**src/rtl/tactile_visualizer.sv**
```systemverilog
// tactile_visualizer
// Stores one 12-bit taxel reading per clock into a SW_WIRE_CNT x RD_WIRE_CNT frame
// buffer (raster order) and renders the buffer as a red/blue heatmap on a raster display.
//
// Ports:
//   clk        - system clock, rising edge
//   rst        - asynchronous active-low reset
//   hcount     - pixel x coordinate (11 bits)
//   vcount     - pixel y coordinate (10 bits)
//   data_in    - taxel reading, written every clock
//   red/green/blue - registered pixel colour, valid two clocks after hcount/vcount
//   frame_done - one-cycle pulse after the last taxel of a frame is written
module tactile_visualizer #(
  parameter int unsigned SW_WIRE_CNT = 16,
  parameter int unsigned RD_WIRE_CNT = 16,
  parameter int unsigned CELL_LOG2   = 5
) (
  input  logic        clk,
  input  logic        rst,
  input  logic [10:0] hcount,
  input  logic [9:0]  vcount,
  input  logic [11:0] data_in,
  output logic [7:0]  red,
  output logic [7:0]  green,
  output logic [7:0]  blue,
  output logic        frame_done
);

  localparam int unsigned N  = SW_WIRE_CNT * RD_WIRE_CNT;
  localparam int unsigned PW = (N > 1) ? $clog2(N) : 1;
  localparam logic [PW-1:0] LastIdx = PW'(N - 1);

  logic [11:0]   r_mem [N];
  logic [PW-1:0] r_wp;
  logic          r_frame_done;
  logic [PW-1:0] r_addr;
  logic          r_in_grid;
  logic          r_grid_d;
  logic [11:0]   r_q;
  logic [7:0]    r_red;
  logic [7:0]    r_green;
  logic [7:0]    r_blue;

  logic [31:0]   w_col;
  logic [31:0]   w_row;
  logic          w_in_grid;
  logic [PW-1:0] w_addr;
  logic [7:0]    w_v;
  logic          w_unused_q_lsb;

  // Write pointer and end-of-frame pulse.
  always_ff @(posedge clk or negedge rst) begin
    if (!rst) begin
      r_wp         <= '0;
      r_frame_done <= 1'b0;
    end else begin
      r_frame_done <= (r_wp == LastIdx);
      r_wp         <= (r_wp == LastIdx) ? '0 : r_wp + 1'b1;
    end
  end

  // Frame buffer: no reset so it maps onto block RAM. Writes are held off while
  // reset is asserted so buffer contents survive a mid-frame reset. The read uses
  // the pre-write contents, giving read-first behaviour on a collision.
  always_ff @(posedge clk) begin
    if (rst) begin
      r_mem[r_wp] <= data_in;
    end
    r_q <= r_mem[r_addr];
  end

  // Pixel to taxel cell. Full-width compare first; truncation only when in the grid.
  assign w_col     = 32'(hcount >> CELL_LOG2);
  assign w_row     = 32'(vcount >> CELL_LOG2);
  assign w_in_grid = (w_col < SW_WIRE_CNT) && (w_row < RD_WIRE_CNT);
  assign w_addr    = w_in_grid ? PW'(w_row * SW_WIRE_CNT + w_col) : '0;

  always_ff @(posedge clk or negedge rst) begin
    if (!rst) begin
      r_addr    <= '0;
      r_in_grid <= 1'b0;
      r_grid_d  <= 1'b0;
    end else begin
      r_addr    <= w_addr;
      r_in_grid <= w_in_grid;
      r_grid_d  <= r_in_grid;
    end
  end

  // Colour map: top 8 bits of the reading blend blue (low) to red (high).
  assign w_v            = r_q[11:4];
  assign w_unused_q_lsb = ^r_q[3:0];

  always_ff @(posedge clk or negedge rst) begin
    if (!rst) begin
      r_red   <= 8'h00;
      r_green <= 8'h00;
      r_blue  <= 8'h00;
    end else if (r_grid_d) begin
      r_red   <= w_v;
      r_green <= 8'h00;
      r_blue  <= 8'hFF - w_v;
    end else begin
      r_red   <= 8'h00;
      r_green <= 8'h00;
      r_blue  <= 8'h00;
    end
  end

  assign red        = r_red;
  assign green      = r_green;
  assign blue       = r_blue;
  assign frame_done = r_frame_done;

endmodule

```
**config.mk**
```make
export PLATFORM = sky130hd
export DESIGN_NAME = tactile_visualizer
export DESIGN_NICKNAME = d
export VERILOG_FILES = /design/src/rtl/tactile_visualizer.sv
export SDC_FILE = /design/constraint.sdc
export NUM_CORES = 2
export LEC_CHECK = 0
export ABC_CLOCK_PERIOD_IN_PS = 2700
export CAP_MARGIN = 30
export CORE_UTILIZATION = 40
export CTS_BUF_LIST = sky130_fd_sc_hd__clkbuf_8
export CTS_CLUSTER_SIZE = 14
export DETAILED_ROUTE_END_ITERATION = 10
export GPL_TIMING_DRIVEN = 1
export HOLD_SLACK_MARGIN = 0.15
export PLACE_DENSITY = 0.53
export SLEW_MARGIN = 10
export SYNTH_ARGS = -nofsm -noshare
export SYNTH_HDL_FRONTEND = slang
export SYNTH_SLANG_ARGS = --single-unit
```
**constraint.sdc**
```tcl
create_clock -name clk -period 2.7 [get_ports clk]
set_clock_uncertainty 0.15 [all_clocks]
set_input_delay 0.675 -clock clk [delete_from_list [all_inputs] [get_ports clk]]
set_output_delay 0.675 -clock clk [all_outputs]
set_load 0.02 [all_outputs]
```
Word level (Yosys, flattened, before mapping)
Memory sizes are Yosys's and may differ from the RTL's. A register that Yosys moved wholly into a read port is not among the register bits.
Index checks and enable logic that the tools add are counted.
{"block": "classes", "eq_ne": 1, "shifts": 0, "muxes": 6, "bitwise_logic": 0, "div_mod_pow": 0, "addsub": 3, "n_mul": 0, "magnitude_cmp": 2, "reduce_logical": 1}
{"cell": "two-way mux 8 bit", "count": 4}
{"cell": "adder 8 x 1 -> 8 bit (second input constant)", "count": 1}
{"cell": "adder 8 x 6 -> 8 bit", "count": 1}
{"cell": "equality test 8 bit (second input constant)", "count": 1}
{"cell": "subtractor 8 bit (first input constant)", "count": 1}
{"cell": "less-than comparator 6 x 5 -> 1 bit (second input constant)", "count": 1}
{"cell": "less-than comparator 5 bit (second input constant)", "count": 1}
{"cell": "two-way mux 1 bit", "count": 2}
{"cell": "logical AND 1 bit", "count": 1}
{"block": "totals", "word_cells": 21, "reg_bits": 35, "rom_bits": 0, "latch_bits": 0, "mem_bits_rw": 3072, "memories": 1}
{"name": "r_mem", "depth": 256, "width": 12, "read_ports": 1, "rd_clocked_by_memory_dff": 1, "wr": 1, "line": "33", "source": "logic [11:0] r_mem [N];"}

Longest topological paths before layout
{"block": "logic_depth", "depth_word": 3, "mapped_depth": 11}

Worst setup path before layout
No wires, ideal clock.
{"block": "synth_timing", "path_type": "input to register", "start": "input rst", "end": "memory r_mem[147][10] (enable)", "slack_ns": 0.020, "arrival_ns": 2.147, "n_path_buf": 2, "required_ns": 2.167, "setup_time_ns": 0.383, "path_stages": 5, "cell_sequence": "clkbuf_1 > clkbuf_1 > and3_1 > nand2_1 > nor3_1"}
{"block": "synth_via", "elab_chain_cells": 2}
{"element": "from (decl)", "line": "19", "source": "input logic rst,"}
{"element": "two-way mux 1 bit", "line": "66", "source": "if (rst) begin"}
{"element": "two-way mux 1 bit (not written as such)", "line": "67", "source": "r_mem[r_wp] <= data_in;"}
{"element": "to (decl)", "line": "33"}
No other way between the ends.

==> key figures <==
Routing
  – Vias: 42,200
  – Vias per Instance: 5.42
  – Final wirelength: 214 mm
  – Iteration-0 DRC Markers: 4,077
  – DRC: 0
  – WL/cell: 27.5 um
  – Pre-Repair DR Iteration Count: 5
  – Remaining antenna violation count after routing: 0

Die
  – Die area: 203,000 um2
  – # IOs: 60
  – Row Count: 164
  – Core ar.: 200,000 um2
  – Die W: 451 um
  – Die H: 451 um
  – Initial Util: 40.3%

Placement
  – Port Buf Inserts: 37
  – Post-DP HPWL: 136 mm
  – Placed Cells: 7,054
  – GP Congestion: 0.844

Pwr
  – Combinational power share: 3.8%
  – Clock Power Share: 40.7%
  – Cell Int Power: 50,300 uW
  – Max IR drop VDD: 0.532 mV
  – Sequential Power Share: 55.5%
  – PD cells: 654 nW/um2
  – Leak: 0.0318 uW
  – Switching Share: 21.9%
  – Power Total: 64,400 uW
  – Switch Pwr: 14,100 uW

Clock network
  – CTS max path bufs: 4
  – Skew-Pair Late Insertion Delay: 1.06 ns
  – Root buf cell: clkbuf_8
  – Clock tree sinks: 2,091
  – CTS H-Tree Depth: 5
  – Clk slew on worst S/H paths: 0.06 ns
  – TritonCTS clock tree: built
  – CTS buffer count: 366

Critical path
  – Slowest cell on crit path: nor4_4
  – Reg2Reg Depth: 9
  – WP data required: 3.50 ns
  – Cell mode on critical path: buf_12
  – Startpoint types: flop
  – Setup crit end kind: flop
  – Setup Crit Path Kind: flop to flop
  – Reg2reg start: r_addr[0]$_DFF_PN0_
  – CP cell instances: buf_12 -> buf_12 -> buf_8 -> mux4_2 -> a22oi_2 -> a21oi_4 -> nor4_4 -> buf_4 -> nor4_2
  – Reg2reg end: r_q[4]$_DFF_P_
  – Crit-path max cell delay: 0.58 ns
  – CP Max Fanout: 7
  – Critical path arrival: 3.79 ns
  – R2R setup slack: -0.29 ns

Yosys
  – Synth warnings: 0
  – Mean Syn Cell Area: 20.7 um2
  – Netlist Area Pre-Place: 80,600 um2
  – Top FF cell, synth: edfxtp_1
  – Simple-gate area share of the yosys netlist: 3.03%
  – Seq/Total Area, Yosys: 77.5%
  – XOR/XNOR Fraction of Synth Area: 0.0760%
  – Largest family of logic cells by synthesized area: multiplexers
  – Synth Area in Compound Gates: 3.60%
  – Area contributors post-synth: edfxtp_1, mux4_2, mux2i_1
  – Synth top area share: 76.3%
  – EDFF count, synth: 2,048
  – Yosys top cell by area: edfxtp_1
  – Synth Area in Adders: 0.118%
  – Async S/R FF share, synth: 1.67%
  – Mapped Cells: 3,905
  – Post-synth cell types: 51
  – Yosys reg bits: 2,091
  – Multiplexer share of the synthesized area: 14.0%

Timing
  – Slew Limit Fails: 0
  – Final worst slack: -0.291 ns
  – Endpoints failing setup: 8
  – Post-layout min period: 2.99 ns
  – Fmax: 334 MHz
  – Crit share post-route: 111%
  – RSZ-0062 raised after global routing: true
  – Worst-Margin Slew: 0.961 ns
  – Final Hold Vio Count: 0
  – Worst slew margin: 36.0%

Final layout
  – Final-layout fill cell count: 16,500
  – Final core utilization: 49.2%
  – Non-filler cells, final: 7,780
  – Area grow syn2layout: 22.0%
  – Nets@finish: 4,895
  – Ratio of cells with drive above 1 in the final layout: 36.1%

Global routing
  – Global route overflow: 0
  – Total track usage: 20.9%
  – First-pass GRT wire length: 306 mm
  – Largest net degree at the start of global routing: 85
  – Initial antenna violation count: 5
  – Vias in the first global route: 43,400

Worst hold path
  – Cells on Worst Hold Path: 0
  – Hold Path Origin: r_in_grid$_DFF_PN0_
  – Hold Path Class: flop to flop
  – WHS Endpoint: r_grid_d$_DFF_PN0_

Outcome
  – Outcome: finished with violations
  – Failing checks: setup timing

Run
  – Max Cap Viol: 0
-- cell families (layout without fill, tap and decap cells) --
logic type,Yosys count,after routing
AO/OA/AOI/OAI,417,417
XOR/XNOR,7,7
adder cells (fa/ha/maj),7,7
buffers and inverters,250,1460
flip-flops,2091,2091
multiplexers,591,591
other,1,10
AND/OR/NAND/NOR,541,541
-- sequential cells by signal, indices dropped and copies added, names as in the netlist --
signal      count
r_grid_d        1
r_mem        2048
blue            8
r_q             8
frame_done      1
r_addr          8
r_wp            8
r_in_grid       1
red             8
-- cells in the mapped netlist, drive strengths merged, types with 6 or more instances --
| cell | number |
|---|---|
| mux4 | 427 |
| o221ai | 40 |
| mux2i | 162 |
| a22o | 16 |
| nor2 | 287 |
| nand3 | 46 |
| and2 | 22 |
| a211oi | 7 |
| edfxtp | 2048 |
| dfxtp | 8 |
| o21ai | 23 |
| a31oi | 21 |
| a221oi | 27 |
| a21o | 9 |
| clkbuf | 100 |
| nand2 | 74 |
| nand2b | 8 |
| nand4 | 13 |
| nor4 | 35 |
| o22ai | 17 |
| ha | 6 |
| a22oi | 162 |
| buf | 146 |
| a21oi | 92 |
| and3 | 10 |
| dfrtp | 35 |
| nor2b | 23 |
| nor3 | 9 |
-- power groups by stage --
stage | registers (uW) | clock network, uW | logic (uW)
final | 35700 | 26200 | 2450
after global routing | 35700 | 28200 | 2590
after CTS | 35700 | 26900 | 2350
after floorplan | 36400 | 0 | 840
after detailed placement | 36400 | 0 | 2250
after global placement | 36400 | 0 | 2220
-- worst max-delay path by stage --
| stage | depth (start not counted) | to | start |
|---|---|---|---|
| after CTS | 11 | r_q[4]$_DFF_P_ | r_addr[0]$_DFF_PN0_ |
| final | 9 | r_q[4]$_DFF_P_ | r_addr[0]$_DFF_PN0_ |
| after global placement | 9 | r_q[11]$_DFF_P_ | r_addr[0]$_DFF_PN0_ |
| after floorplan | 5 | r_mem[147][10]$_DFFE_PP_ | rst |
| after global routing | 11 | r_q[7]$_DFF_P_ | r_addr[0]$_DFF_PN0_ |
| after detailed placement | 9 | r_q[7]$_DFF_P_ | r_addr[0]$_DFF_PN0_ |
-- cells in the final DEF, fill, tap and decap left out, types with 57 or more instances in the layout --
cell type,n
nand2_1,72
inv_1,117
mux4_2,427
a22oi_2,57
clkinv_1,92
a21oi_1,62
nor2_1,284
mux2i_1,157
a22oi_1,105
clkbuf_8,373
edfxtp_1,2048
buf_4,620
buf_12,94
-- final cells by class --
| type | instances | area, um2 | share of cell area [%] |
|---|---|---|---|
| antenna | 2 | 5.00 | 0.00509 |
| clock buffer | 373 | 5130 | 5.22 |
| clock inverter | 264 | 1320 | 1.34 |
| inverter | 4 | 15.0 | 0.0153 |
| multi-input combinational | 1571 | 18000 | 18.3 |
| sequential | 2091 | 62500 | 63.6 |
| tap | 2656 | 3320 | 3.38 |
| timing repair buffer | 819 | 7990 | 8.12 |
-- what timing repair did --
item | CTS | global route
endpoints found under the hold margin | 1525 | 0
gates resized for setup | 129 | 164
endpoints found under the setup margin | 25 | 30
gates cloned | 3 | 9
hold buffers | 17 | 0
buffers inserted | 17 | 44
pin swaps | 13 | 52
-- per-stage QoR --
step / area [um2] / TNS, ns / worst slack [ns] / hold slack (ns)
CTS: 97000 / -2.18 / -0.334 / 0.158
global route: 98400 / -2.50 / -0.329 / 0.209
finish: 98400 / -2.06 / -0.291 / 0.232
global placement: 89600 / -6.87 / -1.23 / 0.182
detailed placement: 89600 / -4.49 / -0.751 / 0.186
floorplan: 80700 / 0 / 0.0196 / 0.181
-- worst max-delay path: cells and delay by family, from the launching register on --
kind | cells | cell delay, ns
AND/OR/NAND/NOR | 2 | 0.62
multiplexers | 1 | 0.51
AO/OA/AOI/OAI | 2 | 0.38
buffers and inverters | 4 | 0.69
flip-flops | 1 | 0.50
-- routing by layer --
| metal | track usage, % | part of all wire, % | vias up | wire (um) |
|---|---|---|---|---|
| met1 | 28.8 | 43 | 22400 | 91400 |
| met5 | 0 | 0 | - | 0 |
| met4 | 6.37 | 2.5 | 0 | 5380 |
| li1 | - | - | 18200 | - |
| met3 | 3.69 | 5.7 | 298 | 12300 |
| met2 | 33.9 | 49 | 1341 | 105000 |
(Power assumes the default switching activity.)
